## src/rtl/adder_pkg.sv

```systemverilog
// adder_pkg: shared state encoding and slice width for the wide-add sequencer.
`default_nettype none

package adder_pkg;

  localparam int NIBBLE_W = 4;

  typedef enum logic [1:0] {
    IDLE = 2'd0,
    RUN  = 2'd1,
    DONE = 2'd2
  } state_t;

endpackage

`default_nettype wire

```

## src/rtl/wide_add_sequencer_if.sv

```systemverilog
// wide_add_sequencer_if: start/busy/done handshake plus operand and result buses.
`default_nettype none

interface wide_add_sequencer_if #(
  parameter int NIBBLES = 4
);

  localparam int W = adder_pkg::NIBBLE_W * NIBBLES;

  logic         start;
  logic [W-1:0] a;
  logic [W-1:0] b;
  logic         cin;
  logic         busy;
  logic         done;
  logic [W-1:0] sum;
  logic         cout;
  logic         ovf;

  modport master (
    output start, a, b, cin,
    input  busy, done, sum, cout, ovf
  );

  modport slave (
    input  start, a, b, cin,
    output busy, done, sum, cout, ovf
  );

endinterface

`default_nettype wire

```

## src/rtl/carrylookadder.sv

```systemverilog
// carrylookadder: 4-bit carry-lookahead adder slice.
`default_nettype none

module carrylookadder (
  input  logic [3:0] a,
  input  logic [3:0] b,
  input  logic       cin,
  output logic [3:0] sum,
  output logic       cout
);

  logic [3:0] g;
  logic [3:0] p;
  logic [3:0] c;

  genvar i;
  generate
    for (i = 0; i < 4; i++) begin : g_bit
      assign g[i] = a[i] & b[i];
      assign p[i] = a[i] ^ b[i];
    end
  endgenerate

  // Every carry is a flat function of g/p/cin, no ripple between bits.
  assign c[0] = cin;
  assign c[1] = g[0] | (p[0] & cin);
  assign c[2] = g[1] | (p[1] & g[0]) | (p[1] & p[0] & cin);
  assign c[3] = g[2] | (p[2] & g[1]) | (p[2] & p[1] & g[0]) | (p[2] & p[1] & p[0] & cin);
  assign cout = g[3] | (p[3] & g[2]) | (p[3] & p[2] & g[1]) | (p[3] & p[2] & p[1] & g[0])
              | (p[3] & p[2] & p[1] & p[0] & cin);

  assign sum = p ^ c;

endmodule

`default_nettype wire

```

## src/rtl/wide_add_sequencer.sv

```systemverilog
// wide_add_sequencer: adds two W-bit operands one nibble per cycle through a single
// carrylookadder slice, with a start/busy/done handshake.
`default_nettype none

module wide_add_sequencer
  import adder_pkg::*;
#(
  parameter int NIBBLES = 4
) (
  input  logic                 clk,
  input  logic                 rst,
  wide_add_sequencer_if.slave  bus
);

  localparam int W    = NIBBLE_W * NIBBLES;
  localparam int IDXW = $clog2(NIBBLES);
  localparam logic [IDXW-1:0] LAST_IDX = IDXW'(NIBBLES - 1);

  state_t                state;
  logic [IDXW-1:0]       idx;
  logic [W-1:0]          opa;
  logic [W-1:0]          opb;
  logic                  carry;
  logic [W-1:0]          sum_q;
  logic                  cout_q;
  logic                  ovf_q;
  logic                  busy_q;
  logic                  done_q;

  logic [NIBBLE_W-1:0]   slice_a;
  logic [NIBBLE_W-1:0]   slice_b;
  logic [NIBBLE_W-1:0]   slice_sum;
  logic                  slice_cout;

  assign slice_a = opa[NIBBLE_W*idx +: NIBBLE_W];
  assign slice_b = opb[NIBBLE_W*idx +: NIBBLE_W];

  carrylookadder u_slice (
    .a    (slice_a),
    .b    (slice_b),
    .cin  (carry),
    .sum  (slice_sum),
    .cout (slice_cout)
  );

  always_ff @(posedge clk) begin
    if (rst) begin
      state  <= IDLE;
      idx    <= '0;
      opa    <= '0;
      opb    <= '0;
      carry  <= 1'b0;
      sum_q  <= '0;
      cout_q <= 1'b0;
      ovf_q  <= 1'b0;
      busy_q <= 1'b0;
      done_q <= 1'b0;
    end else begin
      case (state)
        // DONE shares IDLE's accept path so a held start chains without a gap.
        IDLE, DONE: begin
          done_q <= 1'b0;
          if (bus.start) begin
            opa    <= bus.a;
            opb    <= bus.b;
            carry  <= bus.cin;
            idx    <= '0;
            sum_q  <= '0;
            cout_q <= 1'b0;
            ovf_q  <= 1'b0;
            busy_q <= 1'b1;
            state  <= RUN;
          end else begin
            state  <= IDLE;
          end
        end
        RUN: begin
          sum_q[NIBBLE_W*idx +: NIBBLE_W] <= slice_sum;
          carry <= slice_cout;
          if (idx == LAST_IDX) begin
            cout_q <= slice_cout;
            ovf_q  <= (opa[W-1] == opb[W-1]) && (slice_sum[NIBBLE_W-1] != opa[W-1]);
            busy_q <= 1'b0;
            done_q <= 1'b1;
            state  <= DONE;
          end else begin
            idx <= idx + 1'b1;
          end
        end
        default: begin
          busy_q <= 1'b0;
          done_q <= 1'b0;
          state  <= IDLE;
        end
      endcase
    end
  end

  assign bus.busy = busy_q;
  assign bus.done = done_q;
  assign bus.sum  = sum_q;
  assign bus.cout = cout_q;
  assign bus.ovf  = ovf_q;

endmodule

`default_nettype wire

```

## src/flat_wrapper.sv

```systemverilog
// flat-port wrapper written by rule: the top's interface ports become plain ports
module wide_add_sequencer_flat import adder_pkg::*;
#(
  parameter int NIBBLES = 4
)
  (clk, rst, bus_start, bus_a, bus_b, bus_cin, bus_busy, bus_done, bus_sum, bus_cout, bus_ovf);
  wide_add_sequencer_if #(.NIBBLES(NIBBLES)) bus_i ();
  input  logic clk;
  input  logic rst;
  input wire logic [$bits(bus_i.start)-1:0] bus_start;
  input wire logic [$bits(bus_i.a)-1:0] bus_a;
  input wire logic [$bits(bus_i.b)-1:0] bus_b;
  input wire logic [$bits(bus_i.cin)-1:0] bus_cin;
  output wire logic [$bits(bus_i.busy)-1:0] bus_busy;
  output wire logic [$bits(bus_i.done)-1:0] bus_done;
  output wire logic [$bits(bus_i.sum)-1:0] bus_sum;
  output wire logic [$bits(bus_i.cout)-1:0] bus_cout;
  output wire logic [$bits(bus_i.ovf)-1:0] bus_ovf;
  assign bus_i.start = bus_start;
  assign bus_i.a = bus_a;
  assign bus_i.b = bus_b;
  assign bus_i.cin = bus_cin;
  assign bus_busy = bus_i.busy;
  assign bus_done = bus_i.done;
  assign bus_sum = bus_i.sum;
  assign bus_cout = bus_i.cout;
  assign bus_ovf = bus_i.ovf;
  wide_add_sequencer #(.NIBBLES(NIBBLES)) u_core (.clk(clk), .rst(rst), .bus(bus_i));
endmodule
```

## config.mk

```make
export PLATFORM = sky130hd
export DESIGN_NAME = wide_add_sequencer_flat
export DESIGN_NICKNAME = d
export VERILOG_FILES = /design/src/rtl/adder_pkg.sv /design/src/rtl/wide_add_sequencer_if.sv /design/src/rtl/carrylookadder.sv /design/src/rtl/wide_add_sequencer.sv /design/src/flat_wrapper.sv
export SDC_FILE = /design/constraint.sdc
export NUM_CORES = 1
export LEC_CHECK = 0
export CORE_ASPECT_RATIO = 0.8
export CORE_UTILIZATION = 45
export CTS_CLUSTER_SIZE = 28
export DETAILED_ROUTE_END_ITERATION = 8
export GPL_TIMING_DRIVEN = 0
export HOLD_SLACK_MARGIN = 0.06
export MAX_ROUTING_LAYER = met4
export PLACE_DENSITY_LB_ADDON = 0.05
export SETUP_SLACK_MARGIN = 0.15
export SLEW_MARGIN = 20
export SYNTH_ARGS = -nofsm -noshare
export SYNTH_HDL_FRONTEND = slang
export SYNTH_SLANG_ARGS = --single-unit
export TNS_END_PERCENT = 1
```

## constraint.sdc

```tcl
create_clock -name clk -period 2.5 [get_ports clk]
set_input_delay 0.75 -clock clk [delete_from_list [all_inputs] [get_ports clk]]
set_output_delay 0.75 -clock clk [all_outputs]
set_load 0.005 [all_outputs]
```

* Word-level counts from Yosys, hierarchy flattened
Cells that the tools add are included.
Storage, ports and cells: bits in registers 57, bits of input ports 36
Cells by class: add/sub/neg operators 2, equal/unequal tests 8, shift operators 4, muxes and demuxes 19, bitwise logic cells 36, reduce and logical (&&, ||, !) cells 10
Operators by type and width (count):
- 4-bit negation with 34-bit output | 1
- 4-bit by 34-bit variable shift with 16-bit output, first input constant | 1
- 4-bit by 34-bit indexed part select with 16-bit output | 1
- 16-bit case mux with 2 select lines | 1
- 16-bit by 5-bit indexed part select with 4-bit output | 2
- 1-bit bitwise AND | 20
- 16-bit bitwise mux | 1
- 16-bit two-way mux | 1
- 1-bit bitwise OR | 10
- 1-bit case mux with 2 select lines | 4
- 2-bit case mux with 2 select lines | 2
- 1-bit two-way mux | 7
- 2-bit two-way mux | 3
- 2-bit AND reduction | 3
- 3-bit AND reduction | 2
- 2-bit equality test, second input constant | 2
- 2-bit != test, second input constant | 2
- 2-bit OR reduction | 2
- 1-bit bitwise XOR | 4
- 4-bit bitwise XOR | 1
- 2-bit by 1-bit adder with 2-bit output, second input constant | 1
- 2-bit by 1-bit equality test with 1-bit output, second input constant | 1
- 2-bit zero test | 1
- 2-bit by 1-bit != test with 1-bit output, second input constant | 1
- other kinds (5) | 5

* Depth between registers and ports, before layout
Gate-level depths: netlist (run 1).
depth after elaboration 11, depth in mapped cells 7

* Hierarchy
A second synthesis (run 1) with hierarchy kept.
Second synthesis, totals: cell total of the unflattened synthesis 277, area, all modules 2528.7 um^2
Modules (own cells, without submodules):
- wide_add_sequencer | instances 1, cells each 260, area an instance 2381.0 um^2, sequential area each 1141.1 um^2
- carrylookadder | instances 1, cells each 17, area an instance 147.6 um^2, sequential area each 0.0 um^2

* Worst setup path after synthesis (run 1)
OpenSTA, ideal clock, no wires.
path type register -> register, start point register u_core.idx[0], end point register u_core.ovf_q (netlist: u_core.bus.ovf), library setup time 62 ps, data arrival time 2411 ps, data required time 2438 ps, setup slack 27 ps, cell stages (with the launch flop) 8, path buffers 1, period minus slack after synthesis 2473 ps, path through dfxtp_1 > buf_4 > mux4_2 > ha_1 > a211oi_1 > o21ai_1 > a311o_1 > nand3_1
On the way: cells in the longest elaborated chain, start to end 11, elaborated cells between the ends (all ways) 25
Ends and longest elaborated chain:
- start: declaration | line wide_add_sequencer.sv:20 | logic [IDXW-1:0] idx;
- start signal: assignment | line wide_add_sequencer.sv:87 | idx <= idx + 1'b1;
- 16-bit by 5-bit indexed part select with 4-bit output, on equally long branches | line wide_add_sequencer.sv:35, wide_add_sequencer.sv:36
- 1-bit bitwise XOR / 1-bit bitwise AND (equally long branches) | line carrylookadder.sv:20, carrylookadder.sv:19
- 1-bit bitwise AND | line carrylookadder.sv:28 | assign c[3] = g[2] | (p[2] & g[1]) | (p[2] & p[1] & g[0]) | (p[2] & p[1] & p[0] & cin);
- 1-bit bitwise OR / 1-bit bitwise AND (equally long branches) (2 in a row) | line carrylookadder.sv:28
- 1-bit bitwise OR | line carrylookadder.sv:28
- 4-bit bitwise XOR | line carrylookadder.sv:32 | assign sum = p ^ c;
- 1-bit != test | line wide_add_sequencer.sv:82 | ovf_q <= (opa[W-1] == opb[W-1]) && (slice_sum[NIBBLE_W-1] != opa[W-1]);
- 1-bit logical AND | line wide_add_sequencer.sv:82
- 1-bit two-way mux | line wide_add_sequencer.sv:80 | if (idx == LAST_IDX) begin
- 1-bit case mux with 2 select lines | line wide_add_sequencer.sv:59 | case (state)
- end signal: assignment | line wide_add_sequencer.sv:82
- end: declaration | line wide_add_sequencer.sv:26 | logic ovf_q;
Several ways; a longest one is shown, not always the timed one. The select of a mux whose other input is x is not followed. A chain may end at the register's enable or synchronous reset.

* Worst setup path after layout (run 1)
start point register u_core.idx[0], end point register u_core.sum_q[11] (netlist: u_core.bus.sum[11])
On the way: cells in the longest elaborated chain, start to end 10, elaborated cells between the ends (all ways) 30
Ends and longest elaborated chain:
- 16-bit by 5-bit indexed part select with 4-bit output, on equally long branches | line wide_add_sequencer.sv:35, wide_add_sequencer.sv:36
- 1-bit bitwise XOR / 1-bit bitwise AND (equally long branches) | line carrylookadder.sv:20, carrylookadder.sv:19
- 1-bit bitwise AND | line carrylookadder.sv:28
- 1-bit bitwise OR / 1-bit bitwise AND (equally long branches) (2 in a row) | line carrylookadder.sv:28
- 1-bit bitwise OR | line carrylookadder.sv:28
- 4-bit bitwise XOR | line carrylookadder.sv:32
- 4-bit by 34-bit indexed part select with 16-bit output | line wide_add_sequencer.sv:78 | sum_q[NIBBLE_W*idx +: NIBBLE_W] <= slice_sum;
- 16-bit bitwise mux * | line wide_add_sequencer.sv:78
- 16-bit case mux with 2 select lines * | line wide_add_sequencer.sv:59
- end signal: indexed assignment | line wide_add_sequencer.sv:78
- end: declaration | line wide_add_sequencer.sv:24 | logic [W-1:0] sum_q;
Mark *: on every way between the ends. The rest lies on a longest branch, timed or not.

==> flow_metrics.env, run 1 <==
export IMPL_syn_area_per_cell_um2=8.89
export IMPL_drtIter0Drc=151
export IMPL_regArea_um2=1140
export IMPL_initial_core_util=0.468
export IMPL_crit_path_end="u_core.bus.sum[11]$_SDFFE_PP0P_"
export IMPL_yosysUniqueCellTypes=42
export IMPL_peakVddDrop_mv=0.500
export IMPL_ys_warnings_count=0
export IMPL_die_area_um2=5960
export IMPL_endpoint_kind="flop"
export IMPL_finalNonFillerCells=447
export IMPL_cts_max_level=3
export IMPL_startpoint_type="flop"
export IMPL_fin_util=0.663
export IMPL_required_ns=2.77
export IMPL_drc=0
export IMPL_antenna_found_initial=0
export IMPL_synth_flop_cell="dfxtp_1"
export IMPL_post_dp_cell_area_um2=3200
export IMPL_grt_pass1_wl_mm=10.6
export IMPL_dp_cells=419
export IMPL_syn_area_um2=2540
export IMPL_crit_path_start="u_core.idx[0]$_SDFFE_PP0P_"
export IMPL_synth_seq_area_share=0.449
export IMPL_ant_nets=0
export IMPL_via_per_inst=5.22
export IMPL_fin_skew_ns=0.0100
export IMPL_synth_seq_cells=57
export IMPL_hold_ws_ns=0.450
export IMPL_setup_worst_path_class="flop to flop"
export IMPL_synth_area_leaders="dfxtp_1 45%, nand2_1 12%, a21oi_1 8.5%"
export IMPL_drv_slew=0
export IMPL_cts_tree="yes"
export IMPL_min_period_ns=2.39
export IMPL_grt_use_total=0.239
export IMPL_synth_edf_count=0
export IMPL_r2r_start="u_core.idx[0]$_SDFFE_PP0P_"
export IMPL_ios=56
export IMPL_finalHoldViolations=0
export IMPL_cts_buffer_depth=2
export IMPL_vias=2334
export IMPL_syn_to_final_growth_pct=41.7
export IMPL_max_slew_margin=0.639
export IMPL_synth_top_cell_area_share=0.449
export IMPL_setup_viol=0
export IMPL_portBuffers=55
export IMPL_rsz0062_at_grt="yes"
export IMPL_ys_async_sr_fraction=0
export IMPL_wirelength_mm=6.56
export IMPL_grt_max_degree=11
export IMPL_drive_above_1_share=0.179
export IMPL_wire_per_inst_um=14.7
export IMPL_r2r_end="u_core.bus.sum[11]$_SDFFE_PP0P_"
export IMPL_num_rows=24
export IMPL_min_path_type="flop to flop"
export IMPL_tightest_slew_ns=0.542
export IMPL_coreArea_um2=5440
export IMPL_cts_sinks=57
export IMPL_p_per_area_nw_per_um2=636
export IMPL_cts_root_buf="clkbuf_8"
export IMPL_dp_hpwl_mm=4.49
export IMPL_first_global_vias=2087
export IMPL_die_h_um=69.2
export IMPL_gr_total_overflow=0
export IMPL_cts_buffers=9
export IMPL_r2r_slack_ns=0.11
export IMPL_insertion_delay_ns=0.35
export IMPL_place_ws_ns=-0.102
export IMPL_n_antenna_cell=0
export IMPL_period_share=0.955
export IMPL_multiInputGateArea_um2=1380
export IMPL_stdcell_area_um2=3600
export IMPL_drv_cap=0
export IMPL_clkTransAtPathRegs_ns=0.07
export IMPL_r2r_cells=9
export IMPL_critical_path_arrival_ns=2.65
export IMPL_outcome="complete, no violations"
export IMPL_dr_pass1_iters=4
export IMPL_setup_ws_ns=0.111
export IMPL_yosysTopAreaCell="dfxtp_1"
export IMPL_synthCells=286
export IMPL_fillers=480
export IMPL_routabilityCongestion=0.873
export IMPL_synth_nets=332
export IMPL_power_leakage_nw=1.37
export IMPL_cp_max_fo=6
export IMPL_fmax_ghz=0.419
export IMPL_fin_nets=410
export IMPL_dieWidth_um=86.1
cells in the mapped netlist (all sizes together), types with 2 or more instances:
library cell,count
a211oi,2
dfxtp,57
o21ai,2
or2,2
mux4,8
a21o,2
buf,10
nand2b,2
a32oi,4
nand4,5
nand3b,2
a22oi,8
ha,9
nand2,78
a21oi,45
inv,4
nor2,20
nor4,3
clkbuf,6
layout make-up:
type,count,share of cell area
multi-input combinational,209,0.384
clock buffer,10,0.0354
tap,78,0.0271
inverter,4,0.00417
timing repair buffer,67,0.183
sequential,57,0.318
buffer,16,0.0264
clock inverter,6,0.0229
sequential cells by signal (all words and copies together) (netlist names):
name	count
u_core.opb	16
u_core.idx	2
u_core.bus.done	1
u_core.state	2
u_core.bus.cout	1
u_core.bus.busy	1
u_core.bus.sum	16
u_core.bus.ovf	1
u_core.carry	1
u_core.opa	16
logic make-up after synthesis:
kind of cell             share of synthesized area
flip-flops                                   0.449
multiplexers                                0.0708
AND/OR/NAND/NOR                              0.225
adder cells (fa/ha/maj)                     0.0521
XOR/XNOR                                   0.00344
AO/OA/AOI/OAI                                0.161
buffers and inverters                       0.0384
repair_timing:
action	in CTS	in global routing
setup endpoints to repair	15	18
buffers inserted	1	10
hold buffers	0	0
hold endpoints to repair	0	0
cloned	0	1
pin swaps	2	5
resized for setup	11	6
how the worst min path moves through the flow:
stage,from,end,slack (ns),cells after the start
floorplan,u_core.opa[10]$_SDFFE_PP0P_,u_core.opa[10]$_SDFFE_PP0P_,0.43,2
global placement,u_core.opb[0]$_SDFFE_PP0P_,u_core.opb[0]$_SDFFE_PP0P_,0.44,2
detailed placement,u_core.opa[13]$_SDFFE_PP0P_,u_core.opa[13]$_SDFFE_PP0P_,0.44,2
CTS,u_core.opa[13]$_SDFFE_PP0P_,u_core.opa[13]$_SDFFE_PP0P_,0.45,2
global route,u_core.opa[13]$_SDFFE_PP0P_,u_core.opa[13]$_SDFFE_PP0P_,0.47,2
finish,u_core.opa[13]$_SDFFE_PP0P_,u_core.opa[13]$_SDFFE_PP0P_,0.45,2
placed cells by master (no fill, tap or decap), types with 3 or more instances in the layout:
master and count:
nor2_1 20, a32oi_1 4, clkinv_2 3, mux4_2 8, buf_4 14, a22oi_1 8
buf_2 6, inv_1 3, clkbuf_8 9, dfxtp_1 56, nand2_1 77, nand4_1 5
a21oi_1 43, ha_1 5, clkbuf_1 7, clkdlybuf4s50_1 55
layer usage:
layer | global-route usage | share of wire | routed length, um | up-vias
met1 | 0.346 | 0.48 | 3130 | 1090
met2 | 0.326 | 0.43 | 2850 | 78
met3 | 0.0619 | 0.079 | 516 | 6
met4 | 0.0722 | 0.0092 | 60 | 0
met5 | - | 0 | 0 | -
li1 | - | - | - | 1160
report_power, final:
group,switching (mW),leakage [nW],internal [mW],total [mW]
logic,0.197,0.803,0.197,0.394
registers,0.0294,0.466,0.949,0.979
clock network,0.365,0.106,0.555,0.921
through the flow:
step                      setup TNS [ns]  total power [mW]
after floorplan                        0              1.19
after global placement            -0.224              1.32
after detailed placement          -0.337              1.32
after CTS                              0              2.26
after global routing                   0              2.38
final                                  0              2.29
worst max-delay path, cell delays in order (launching register included):
cell	delay, ns
dfxtp_4	0.39
buf_12	0.13
buf_4	0.11
mux4_2	0.54
ha_4	0.33
o21ai_2	0.08
o21ai_2	0.27
buf_4	0.18
nand4_1	0.13
a21oi_1	0.16
(Power assumes the default switching activity.)
==> run 2: changes to the inputs <==
Settings changed: ABC_AREA set to 1, CORE_UTILIZATION 45 to 47, CTS_BUF_LIST set to sky130_fd_sc_hd__clkbuf_2.
==> flow_metrics.env, run 2 <==
export IMPL_regArea_um2=1150
export IMPL_die_h_um=68.2
export IMPL_ios=56
export IMPL_p_per_area_nw_per_um2=617
export IMPL_grt_max_degree=12
export IMPL_multiInputGateArea_um2=1340
export IMPL_synth_seq_area_share=0.443
export IMPL_r2r_slack_ns=0.23
export IMPL_setup_viol=0
export IMPL_period_share=0.906
export IMPL_dp_hpwl_mm=4.61
export IMPL_yosysUniqueCellTypes=31
export IMPL_ys_async_sr_fraction=0
export IMPL_cts_sinks=57
export IMPL_power_leakage_nw=1.32
export IMPL_drc=0
export IMPL_synth_seq_cells=57
export IMPL_synth_edf_count=0
export IMPL_cts_buffers=9
export IMPL_yosysTopAreaCell="dfxtp_1"
export IMPL_finalHoldViolations=0
export IMPL_synth_area_leaders="dfxtp_1 44%, nor2_1 13%, o21ai_0 9.9%"
export IMPL_dr_pass1_iters=6
export IMPL_initial_core_util=0.500
export IMPL_path_delay_family="simple AND/OR/NAND/NOR gates"
export IMPL_endpoint_kind="flop"
export IMPL_ant_nets=0
export IMPL_peakVddDrop_mv=0.445
export IMPL_gr_total_overflow=0
export IMPL_cts_buffer_depth=2
export IMPL_fmax_ghz=0.441
export IMPL_fin_skew_ns=0.0155
export IMPL_max_slew_margin=0.674
export IMPL_synthCells=338
export IMPL_grt_pass1_wl_mm=10.6
export IMPL_synth_most_common_cell="nor2_1"
export IMPL_antenna_found_initial=0
export IMPL_synth_nets=384
export IMPL_n_antenna_cell=0
export IMPL_critPathBufInv=2
export IMPL_tightest_slew_ns=0.489
export IMPL_ys_warnings_count=0
export IMPL_coreArea_um2=5150
export IMPL_cts_max_level=3
export IMPL_layout_commonest_cell="nor2_1"
export IMPL_syn_area_um2=2580
export IMPL_syn_to_final_growth_pct=29.3
export IMPL_syn_area_per_cell_um2=7.63
export IMPL_wire_per_inst_um=13.8
export IMPL_fillers=488
export IMPL_min_period_ns=2.27
export IMPL_synth_commonest_cells="89 x nor2_1, 57 x dfxtp_1, 51 x o21ai_0"
export IMPL_die_area_um2=5790
export IMPL_setup_tns_ns=0
export IMPL_wirelength_mm=6.51
export IMPL_fin_nets=451
export IMPL_worstPathCellList="inv_2 -> clkbuf_4 -> nor2_1 -> o22ai_1 -> ha_2 -> nand2_1 -> nand2_1 -> nor2_2 -> nand2_2 -> nand2_4 -> nand2_4 -> nor2_4 -> nand3_1 -> a21oi_2"
export IMPL_drtIter0Drc=169
export IMPL_synth_flop_cell="dfxtp_1"
export IMPL_num_rows=23
export IMPL_clkTransAtPathRegs_ns=0.16
export IMPL_routabilityCongestion=0.863
export IMPL_cp_max_fo=11
export IMPL_cts_root_buf="clkbuf_2"
export IMPL_outcome="complete, no violations"
export IMPL_hold_ws_ns=0.471
export IMPL_p_total_mw=2.06
export IMPL_mostFrequentLayoutCells="89 x nor2_1, 55 x dfxtp_1, 54 x clkdlybuf4s50_1, 48 x o21ai_0, 32 x nand2_1"
export IMPL_synth_top_cell_area_share=0.443
export IMPL_cts_hold_buf=0
export IMPL_dieWidth_um=84.8
export IMPL_insertion_delay_ns=0.49
export IMPL_first_global_vias=2177
export IMPL_drv_cap=0
export IMPL_required_ns=2.92
export IMPL_drive_above_1_share=0.144
export IMPL_critical_path_arrival_ns=2.68
export IMPL_drv_slew=0
export IMPL_portBuffers=54
export IMPL_grt_use_total=0.253
export IMPL_vias=2405
export IMPL_setup_worst_path_class="flop to flop"
export IMPL_min_path_type="flop to flop"
export IMPL_crit_slowest_cell="dfxtp_4"
export IMPL_slowest_delay_ns=0.40
export IMPL_startpoint_type="flop"
export IMPL_cts_tree="yes"
export IMPL_rsz0062_at_grt="yes"
export IMPL_via_per_inst=5.11
run 2: cell types whose count changed in the layout (fill, tap and decap cells not counted), moves of 8 or more:
| cell | change |
|---|---|
| mux4_2 | -8 |
| buf_4 | -10 |
| o21ai_0 | +48 |
| nand3_1 | +9 |
| a21oi_1 | -22 |
| clkbuf_2 | +10 |
| nand2_1 | -45 |
| nor2_1 | +69 |
| clkbuf_8 | -9 |
run 2: layout make-up:
cell class / count / area share
multi-input combinational: 251 / 0.401
sequential: 57 / 0.345
timing repair buffer: 56 / 0.167
buffer: 17 / 0.0270
tap: 62 / 0.0233
clock buffer: 10 / 0.0150
inverter: 13 / 0.0150
clock inverter: 5 / 0.00713
run 2: metal layers:
| layer | wire length (um) | share of wire | GRT usage | vias up |
|---|---|---|---|---|
| met5 | 0 | 0 | - | - |
| met4 | 82 | 0.013 | 0.0890 | 0 |
| met2 | 2710 | 0.42 | 0.380 | 77 |
| li1 | - | - | - | 1262 |
| met3 | 386 | 0.059 | 0.0591 | 8 |
| met1 | 3330 | 0.51 | 0.337 | 1058 |
run 2: logic make-up (layout without fill, tap and decap cells):
logic type / Yosys count / in the layout / share of synthesized area
XOR/XNOR: 2 / 2 / 0.00680
flip-flops: 57 / 57 / 0.443
AND/OR/NAND/NOR: 152 / 152 / 0.268
adder cells (fa/ha/maj): 10 / 10 / 0.0515
AO/OA/AOI/OAI: 87 / 87 / 0.180
buffers and inverters: 30 / 101 / 0.0510
run 2: through the flow:
stage               utilization  cell area (um^2)  std cells  worst slack [ns]
finish                    0.647              3330        471             0.235
global route              0.647              3330        471            0.0834
CTS                       0.635              3270        469             0.109
detailed placement        0.620              3200        454           -0.0668
global placement          0.620              3200        454           -0.0101
floorplan                     -              2580        338             0.443
run 2: final timing paths:
kind                                  start                         endpoint  cells after the start
min          u_core.bus.sum[4]$_SDFFE_PP0P_   u_core.bus.sum[4]$_SDFFE_PP0P_                      2
max reg2reg      u_core.idx[0]$_SDFFE_PP0P_  u_core.bus.sum[15]$_SDFFE_PP0P_                     14
min reg2reg  u_core.bus.sum[4]$_SDFFE_PP0P_   u_core.bus.sum[4]$_SDFFE_PP0P_                      2
max              u_core.idx[0]$_SDFFE_PP0P_  u_core.bus.sum[15]$_SDFFE_PP0P_                     14
run 2: power breakdown:
group	total [mW]	switching [mW]	internal [mW]	leakage (nW)
Clock	0.454	0.334	0.120	0.0587
Sequential	1.01	0.0416	0.969	0.470
Combinational	0.591	0.351	0.240	0.789
run 2: what timing repair did:
item	CTS	global route
setup buffers	0	2
gates resized for setup	3	15
endpoints found under the setup margin	17	15
cloned	0	0
run 2: worst register-to-register path: cells and delay by family, from the launching register on:
kind / cells / cell delay (ns)
AND/OR/NAND/NOR: 9 / 0.84
flip-flops: 1 / 0.40
adder cells (fa/ha/maj): 1 / 0.35
AO/OA/AOI/OAI: 2 / 0.34
buffers and inverters: 2 / 0.27
==> patch, RTL diff (settings of run 2) <==
The 3 states of `state_t` get a one-hot encoding in 3 bits.
--- a/src/rtl/adder_pkg.sv
+++ b/src/rtl/adder_pkg.sv
@@ -5,10 +5,10 @@
 
   localparam int NIBBLE_W = 4;
 
-  typedef enum logic [1:0] {
-    IDLE = 2'd0,
-    RUN  = 2'd1,
-    DONE = 2'd2
+  typedef enum logic [2:0] {
+    IDLE = 3'b001,
+    RUN  = 3'b010,
+    DONE = 3'b100
   } state_t;
 
 endpackage
Behaviour: same outputs for any inputs over 10 cycles, from zero or initial values and one cycle with rst high; not proved beyond that.
==> patch against run 2 <==
  * Worst setup slack improved by 0.051 ns
  * Synthesized area rose by 3.6%
  * Synthesized cell count rose by 5.9%
  * Utilization fell by 1.2 points
  * Via count is 8.3% higher
  * Design area increased by 4.2%
  * Routed wire length is 7.7% higher
  * Clock skew barely moved
  * Power is 1.3% lower
  * Sequential cell count rose by 1
  * Critical endpoint is now u_core.bus.sum[5]
  * Largest cell class unchanged
  * Largest power group unchanged
==> patch: results (changes against run 2) <==
[power_and_ir_drop]
ir_worst_vdd_uv=256.2  ; -42%
leakagePower_uw=0.001387  ; +5.3%

[routing]
first_iter_violations=148  ; -12%
ant_nets=0  ; unchanged
routedWlPerCell_um=13.80  ; -0.10%
vias=2604  ; +8.3%
dr.pass1.iters=4  ; -2

[global_route]
grt_max_degree=12  ; unchanged
grt_pass1_wl_mm=11.62  ; +9.4%
antenna_found_initial=0  ; unchanged
grtUsageTotal_pct=26.11  ; +0.80 points
grt_pass1_vias=2445  ; +12%

[cells_and_area]
fill_cells=540  ; +11%
area.growth.synth_to_final_pct=29.98
antennaDiodeCount=0  ; unchanged
drive_above_1_share_pct=14.88  ; +0.46 points
nets=472  ; +4.7%

[worst_setup_path]
worst-path-max-fanout=10  ; -1
cp.arrival_ns=2.61  ; -0.07 ns
reg2reg_from=u_core.idx[0]
worstSetupStartpointType=flop

[run_status]
status=completed

[synthesis]
yosysSeqAreaShare_pct=43.47  ; -0.81 points
synth-async-reset-ratio_pct=0  ; unchanged
ys_top_cells_by_count=nand2_1, dfxtp_1, a21oi_1, nor2_1, o21ai_0
synth_ff_type=dfxtp_1
synth.area.top_cells=dfxtp_1, nand2_1, a21oi_1
yosysWarnings=0  ; unchanged
synth_cell_types=31  ; unchanged
synth_nets=404  ; +5.2%

[placed_design]
dp_hpwl_mm=5.029  ; +9.1%
place.gp.congestion=0.8886  ; +2.9%
port_buffers=55  ; +1.9%
pre_cts_ws_ns=-0.2210  ; -0.1542 ns

[worst_hold_path]
holdCritPathClass=flop to flop
hold_start=u_core.bus.busy

[timing]
fin_skew_ns=0.01596  ; +0.0004867 ns
tightestPinTransition_ns=0.5701  ; +0.08116 ns

[cts]
root_buffer=clkbuf_2
clock_path_buffers=2  ; unchanged
clkSlewWorstSetupHoldPaths_ns=0.16  ; about the same
h-tree-depth=3  ; unchanged
cts_buffers=9  ; unchanged
clock_latency_ns=0.50

-- patch: power by group --
part | internal, uW | switching [uW] | total, uW
logic | 237 | 306 | 543
registers | 984 | 40.0 | 1020
clock network | 127 | 334 | 461
total | 1350 | 680 | 2030
-- patch: layout make-up --
type | instances | area, um^2 | share of cell area [%]
Clock buffer | 11 | 55.05 | 1.586
Sequential cell | 58 | 1169 | 33.66
Tap cell | 78 | 97.59 | 2.811
Inverter | 25 | 95.09 | 2.739
Clock inverter | 4 | 20.02 | 0.5766
Timing Repair Buffer | 57 | 565.5 | 16.29
Buffer | 15 | 91.34 | 2.631
Multi-Input combinational cell | 260 | 1379 | 39.71
-- patch: critical path, stage by stage (launching register included) --
cell and delay (ns):
dfxtp_4 0.40, buf_4 0.18, buf_6 0.16, nor2_1 0.06, o22ai_1 0.18, ha_1 0.32, buf_4 0.16, xnor2_1 0.27
nor3_1 0.11, a21oi_1 0.23, nor3_2 0.05
-- patch: what timing repair did --
item | 4_1_cts | 5_1_grt
pin swaps | 0 | 2
setup buffers | 0 | 2
endpoints found under the setup margin | 18 | 17
resized for setup | 10 | 15
-- patch: cell families after synthesis --
logic type | count (synthesis) | synth area share, %
adders and majority gates | 10 | 4.965
buffers and inverters | 40 | 6.277
AOI/OAI and AO/OA | 90 | 17.80
and+or+nand+nor | 158 | 26.84
xor gates and xnor gates | 2 | 0.6559
DFF | 58 | 43.47
-- patch: final timing paths --
path | cells past startpoint | slack (ns) | to
max | 10 | 0.29 | u_core.bus.sum[5]
max reg2reg | 10 | 0.29 | u_core.bus.sum[5]
min | 2 | 0.47 | u_core.bus.busy
min reg2reg | 2 | 0.47 | u_core.bus.busy
-- patch: routing by layer --
layer	wire length, um	global-route usage [%]	up-vias
li1	-	-	1314
met1	3352	36.66	1191
met2	3028	36.16	95
met3	595	7.619	4
met4	32	7.778	0
met5	0	-	-
-- patch: metrics by stage --
step / setup TNS, ns / area, um^2 / std cells / hold WS [ns] / power, uW
floorplan: 0 / 2671 / 358 / 0.4409 / 1344
CTS: 0 / 3421 / 506 / 0.4698 / 2010
global placement: -0.8214 / 3319 / 491 / 0.4484 / 1526
detailed placement: -1.460 / 3319 / 491 / 0.4488 / 1533
global route: 0 / 3472 / 508 / 0.4945 / 2158
finish: 0 / 3472 / 508 / 0.4678 / 2028
